--- src/rtl/regfile_sync_clr.sv ---
// Parametrised single-write, dual-read register file with registered read ports,
// write-through bypass, an optional hard-zero register and a hardware clear sequencer.
module regfile_sync_clr #(
    parameter int WIDTH    = 64,
    parameter int DEPTH    = 32,
    parameter int ADDR_W   = 5,
    parameter int HAS_ZERO = 1,
    parameter int ZERO_IDX = 31
) (
    input  logic              Clk,
    input  logic              Reset,
    input  logic              ClearReq,
    input  logic              RegWr,
    input  logic [ADDR_W-1:0] RW,
    input  logic [WIDTH-1:0]  BusW,
    input  logic              ReA,
    input  logic [ADDR_W-1:0] RA,
    input  logic              ReB,
    input  logic [ADDR_W-1:0] RB,
    output logic [WIDTH-1:0]  BusA,
    output logic [WIDTH-1:0]  BusB,
    output logic              Busy
);

    localparam int IDX_W = (DEPTH > 1) ? $clog2(DEPTH) : 1;
    localparam logic [IDX_W-1:0] LAST_IDX = IDX_W'(DEPTH - 1);

    typedef enum logic [0:0] {
        IDLE  = 1'b0,
        CLEAR = 1'b1
    } state_t;

    state_t           state_q, state_d;
    logic [IDX_W-1:0] idx_q, idx_d;
    logic             busy_q, busy_d;
    logic [WIDTH-1:0] bus_a_q, bus_a_d;
    logic [WIDTH-1:0] bus_b_q, bus_b_d;
    logic [WIDTH-1:0] regs_q [DEPTH];

    logic             wr_legal_s;
    logic             mem_we_s;
    logic [IDX_W-1:0] mem_addr_s;
    logic [WIDTH-1:0] mem_data_s;

    // An address is writable/readable only if it maps to a real, non-hard-zero entry.
    function automatic logic addr_ok(input logic [ADDR_W-1:0] a);
        logic in_range;
        logic is_zero;
        in_range = (32'(a) < 32'(DEPTH));
        is_zero  = (HAS_ZERO != 0) && (32'(a) == 32'(ZERO_IDX));
        return in_range && !is_zero;
    endfunction

    // Read value resolution, including bypass of a same-cycle legal write.
    function automatic logic [WIDTH-1:0] read_value(input logic [ADDR_W-1:0] a);
        logic [WIDTH-1:0] v;
        if (state_q == CLEAR) begin
            v = {WIDTH{1'b0}};
        end else if (!addr_ok(a)) begin
            v = {WIDTH{1'b0}};
        end else if (wr_legal_s && (RW == a)) begin
            v = BusW;
        end else begin
            v = regs_q[a[IDX_W-1:0]];
        end
        return v;
    endfunction

    // Qualify the external write request.
    always_comb begin
        wr_legal_s = RegWr && (state_q == IDLE) && addr_ok(RW);
    end

    // Sequencer next state and the single array write port.
    always_comb begin
        state_d    = state_q;
        idx_d      = idx_q;
        mem_we_s   = 1'b0;
        mem_addr_s = idx_q;
        mem_data_s = {WIDTH{1'b0}};
        case (state_q)
            IDLE: begin
                if (wr_legal_s) begin
                    mem_we_s   = 1'b1;
                    mem_addr_s = RW[IDX_W-1:0];
                    mem_data_s = BusW;
                end else begin
                    mem_we_s   = 1'b0;
                end
                if (ClearReq) begin
                    state_d = CLEAR;
                    idx_d   = {IDX_W{1'b0}};
                end else begin
                    state_d = IDLE;
                end
            end
            CLEAR: begin
                mem_we_s   = 1'b1;
                mem_addr_s = idx_q;
                if (idx_q == LAST_IDX) begin
                    state_d = IDLE;
                    idx_d   = {IDX_W{1'b0}};
                end else begin
                    idx_d   = idx_q + IDX_W'(1);
                end
            end
            default: begin
                state_d = CLEAR;
                idx_d   = {IDX_W{1'b0}};
            end
        endcase
        busy_d = (state_d == CLEAR);
    end

    // Registered read ports hold their value when not enabled.
    always_comb begin
        if (ReA) begin
            bus_a_d = read_value(RA);
        end else begin
            bus_a_d = bus_a_q;
        end
        if (ReB) begin
            bus_b_d = read_value(RB);
        end else begin
            bus_b_d = bus_b_q;
        end
    end

    // Control and output registers; reset forces a fresh clear sequence.
    always_ff @(posedge Clk or posedge Reset) begin
        if (Reset) begin
            state_q <= CLEAR;
            idx_q   <= {IDX_W{1'b0}};
            busy_q  <= 1'b1;
            bus_a_q <= {WIDTH{1'b0}};
            bus_b_q <= {WIDTH{1'b0}};
        end else begin
            state_q <= state_d;
            idx_q   <= idx_d;
            busy_q  <= busy_d;
            bus_a_q <= bus_a_d;
            bus_b_q <= bus_b_d;
        end
    end

    // Storage array is never reset; the clear sequence zeroes it.
    always_ff @(posedge Clk) begin
        if (mem_we_s) begin
            regs_q[mem_addr_s] <= mem_data_s;
        end
    end

    assign BusA = bus_a_q;
    assign BusB = bus_b_q;
    assign Busy = busy_q;

endmodule

--- config.mk ---
export PLATFORM = sky130hd
export DESIGN_NAME = regfile_sync_clr
export DESIGN_NICKNAME = d
export VERILOG_FILES = /design/src/rtl/regfile_sync_clr.sv
export SDC_FILE = /design/constraint.sdc
export NUM_CORES = 2
export LEC_CHECK = 0
export CORE_UTILIZATION = 40
export DETAILED_ROUTE_END_ITERATION = 6
export SYNTH_ARGS = -nofsm -noshare
export SYNTH_HDL_FRONTEND = slang
export SYNTH_SLANG_ARGS = --single-unit
--- constraint.sdc ---
create_clock -name Clk -period 4.42 [get_ports Clk]
set_input_delay 0.884 -clock Clk [delete_from_list [all_inputs] [get_ports Clk]]
set_output_delay 0.884 -clock Clk [all_outputs]
set_load 0.005 [all_outputs]
==> results.py <==
metrics = {
    "logic_synthesis": {
        "synth_nets": 5072,
        "ys_ff_latch": 2182,
        "async_flop_share_pct": 6.14,
        "ys_top_cells_by_count": "edfxtp_1 (2048), mux4_2 (1081), clkbuf_1 (208)",
        "synth_top_area_share_pct": 61.3,
        "ys.flop_type": "edfxtp_1",
        "synth_area_leader_cell": "edfxtp_1",
        "syn_inst": 4985,
        "yosys.cell_types.count": 63,
        "yosysMostFrequentCell": "edfxtp_1",
        "synth_edf_count": 2048,
        "synth_area_leaders": "edfxtp_1 (61%), mux4_2 (24%), dfrtp_1 (3.3%)",
        "yosysSeqAreaShare_pct": 64.7,
        "ys_warn_count": 0,
        "netlist_area_um2": 100000,
        "syn_area_per_cell_um2": 20.1,
    },
    "timing": {
        "post-route-period-util_pct": 79.1,
        "setup_viol": 0,
        "maxSlewHeadroom_pct": 25.6,
        "maxClockFrequency_ghz": 0.286,
        "fin_skew_ns": 0.0538,
        "rsz0062_at_grt": "no",
        "finalHoldViolCount": 0,
        "worst_slack_ns": 0.924,
        "slew_violations": 0,
        "whs_ns": 0.507,
        "tightest_slew_ns": 1.11,
        "final.min_clock_period_ns": 3.50,
    },
    "setup_path": {
        "reg2reg_from": "Busy",
        "r2r_cells": 6,
        "endpoint_kind": "flop",
        "crit_type": "in2reg",
        "worstPathRequired_ns": 4.96,
        "path_max_fanout": 24,
        "startpoint_type": "primary input",
        "arrival_ns": 4.04,
        "reg2reg_slack_ns": 1.13,
        "r2r-end": "regs_q[24][45]",
    },
    "place": {
        "post-place-ws_ns": 0.112,
        "port_buffers": 213,
        "placedCellCount": 8447,
        "placed_area_um2": 109000,
        "dpl.hpwl_um": 182000,
        "place_congestion": 0.804,
    },
    "route": {
        "antenna_left": 0,
        "avgRoutedWirePerCell_um": 36.0,
        "drt-vias-per-instance": 6.46,
        "initialDrtViolationCount": 7393,
        "drc": 0,
        "dr.pass1.iters": 6,
        "drt-total-wl_um": 319000,
        "dr_total_vias": 57300,
    },
    "floorplan": {
        "core_area_um2": 249000,
        "die_area_um2": 253000,
        "io_pins": 214,
        "start_util_pct": 40.3,
        "fp-row-count": 183,
        "die_y_um": 503,
        "die_w_um": 503,
    },
    "outcome": {
        "outcome": "complete, no violations",
    },
    "final_layout": {
        "multiInputGateArea_um2": 33800,
        "final_area_um2": 117000,
        "fillers": 20500,
        "instances_no_fill": 8879,
        "drive_above_1_share_pct": 35.0,
        "postLayoutCoreUtil_pct": 47.0,
        "area_growth_pct": 16.8,
        "regArea_um2": 64900,
        "finalNetCount": 5430,
    },
    "pwr": {
        "p_leak_nw": 38.2,
        "combPwrFrac_pct": 18.2,
        "p_switching_mw": 15.8,
        "seq_power_share_pct": 47.1,
        "power_density_nw_per_um2": 494,
        "peakVddDrop_mv": 0.371,
        "internal_power_mw": 42.0,
        "sw_frac_of_total_pct": 27.3,
        "clockPowerShare_pct": 34.7,
    },
    "global_routing": {
        "grt_max_degree": 86,
        "grt_busiest_layer": "met2",
        "grt.met2_usage_pct": 41.7,
        "track_usage_pct": 25.3,
        "grt_pass1_wl_um": 450000,
        "overflow": 0,
        "antenna_found_initial": 14,
        "grt_util_met1_pct": 33.9,
        "use_met3_pct": 4.61,
        "grt_pass1_vias": 59100,
    },
    "cts": {
        "holdBufCountCts": 0,
        "clock_latency_ns": 0.89,
        "cts_buffer_depth": 3,
        "cts-buffers-inserted": 224,
        "cts_setup_buffers": 0,
        "cts_tree": "built",
        "numClockSinks": 2182,
        "clockRootBuffer": "clkbuf_16",
        "cts_resized": 0,
        "clk_pin_slew_ns": 0.06,
        "htree_levels": 4,
    },
    "worst_hold_path": {
        "hp-class": "in2async",
    },
    "run": {
        "max_cap_viol_count": 0,
    },
}
## flip-flops by register name (all words and copies together) (netlist names)
signal	cells
BusA	64
BusB	64
Busy	1
idx_q	5
regs_q	2048
## per-stage QoR
stage	power (mW)	TNS (ns)
global route	59.5	0
finish	57.8	0
global placement	37.9	0
CTS	58.1	0
detailed placement	38.2	0
floorplan	32.7	-1986.75
## cells in the final DEF (no fill, tap or decap), types with 31 or more instances in the layout
cell type	netlist	layout
a21oi_1	65	64
o211ai_1	59	59
buf_12	0	139
a221o_1	59	59
nand3_1	69	67
nor4_1	63	63
and2_1	122	122
clkbuf_16	0	226
nor2b_1	72	72
and3_1	61	61
mux2_2	69	69
buf_4	17	193
clkbuf_8	0	33
dfrtp_1	133	133
clkbuf_1	208	50
a211oi_1	64	64
nor2_4	0	34
mux4_2	1081	1081
mux2i_1	85	85
edfxtp_1	2048	2048
o221ai_1	57	57
nand2_1	195	194
or4b_2	43	43
o22a_1	60	60
bufinv_16	0	31
clkinv_2	0	44
clkdlybuf4s50_1	0	205
## layer usage
layer | vias to the layer above | part of all wire, %
met3 | 569 | 8.7
met1 | 31200 | 39
li1 | 22400 | -
met2 | 3145 | 49
met5 | - | 0.0081
met4 | 4 | 3.5
## worst max-delay path, stage by stage
cell and delay (ns):
clkdlybuf4s50_1 0.57, and2_1 0.29, a41oi_4 0.39, mux2i_1 0.65, nand3_1 0.27, nor2_4 0.62, buf_12 0.31
## kinds of logic (layout without fill, tap and decap cells)
family	Yosys count	in the layout	synth area share (%)
and+or+nand+nor	706	706	3.99
xor gates and xnor gates	12	12	0.105
AOI/OAI and AO/OA	427	427	3.31
buffers and inverters	421	983	1.97
adders and majority gates	2	2	0.0250
other	0	2	0
muxes	1235	1235	25.9
DFF	2182	2182	64.7
## power by group through the flow
stage | registers [mW] | logic [mW] | clock network, mW
after floorplan | 27.3 | 5.42 | 0
after global placement | 27.5 | 10.5 | 0
after detailed placement | 27.6 | 10.6 | 0
after CTS | 27.2 | 10.6 | 20.3
after global routing | 27.4 | 11.0 | 21.1
final | 27.2 | 10.5 | 20.1
## area by class of cell
class                           count  area share (%)
Clock inverter                    122            1.34
Timing Repair Buffer              544            5.46
Tap cell                         3330            3.56
Antenna cell                        2         0.00427
Clock buffer                      308            5.37
Multi-Input combinational cell   2382            28.8
Inverter                            9          0.0438
Sequential cell                  2182            55.4
## worst max-delay path by stage
stage,startpoint,to,slack (ns),cells past startpoint
after CTS,RW[1],regs_q[24][47],1.04,7
after global placement,RW[1],regs_q[24][44],0.16,7
after global routing,RW[1],regs_q[24][45],0.87,7
final,RW[1],regs_q[24][45],0.92,7
after floorplan,RW[1],regs_q[12][0],-0.98,6
after detailed placement,RW[1],regs_q[24][41],0.11,7
No activity file was read; power rests on OpenSTA's default activity.
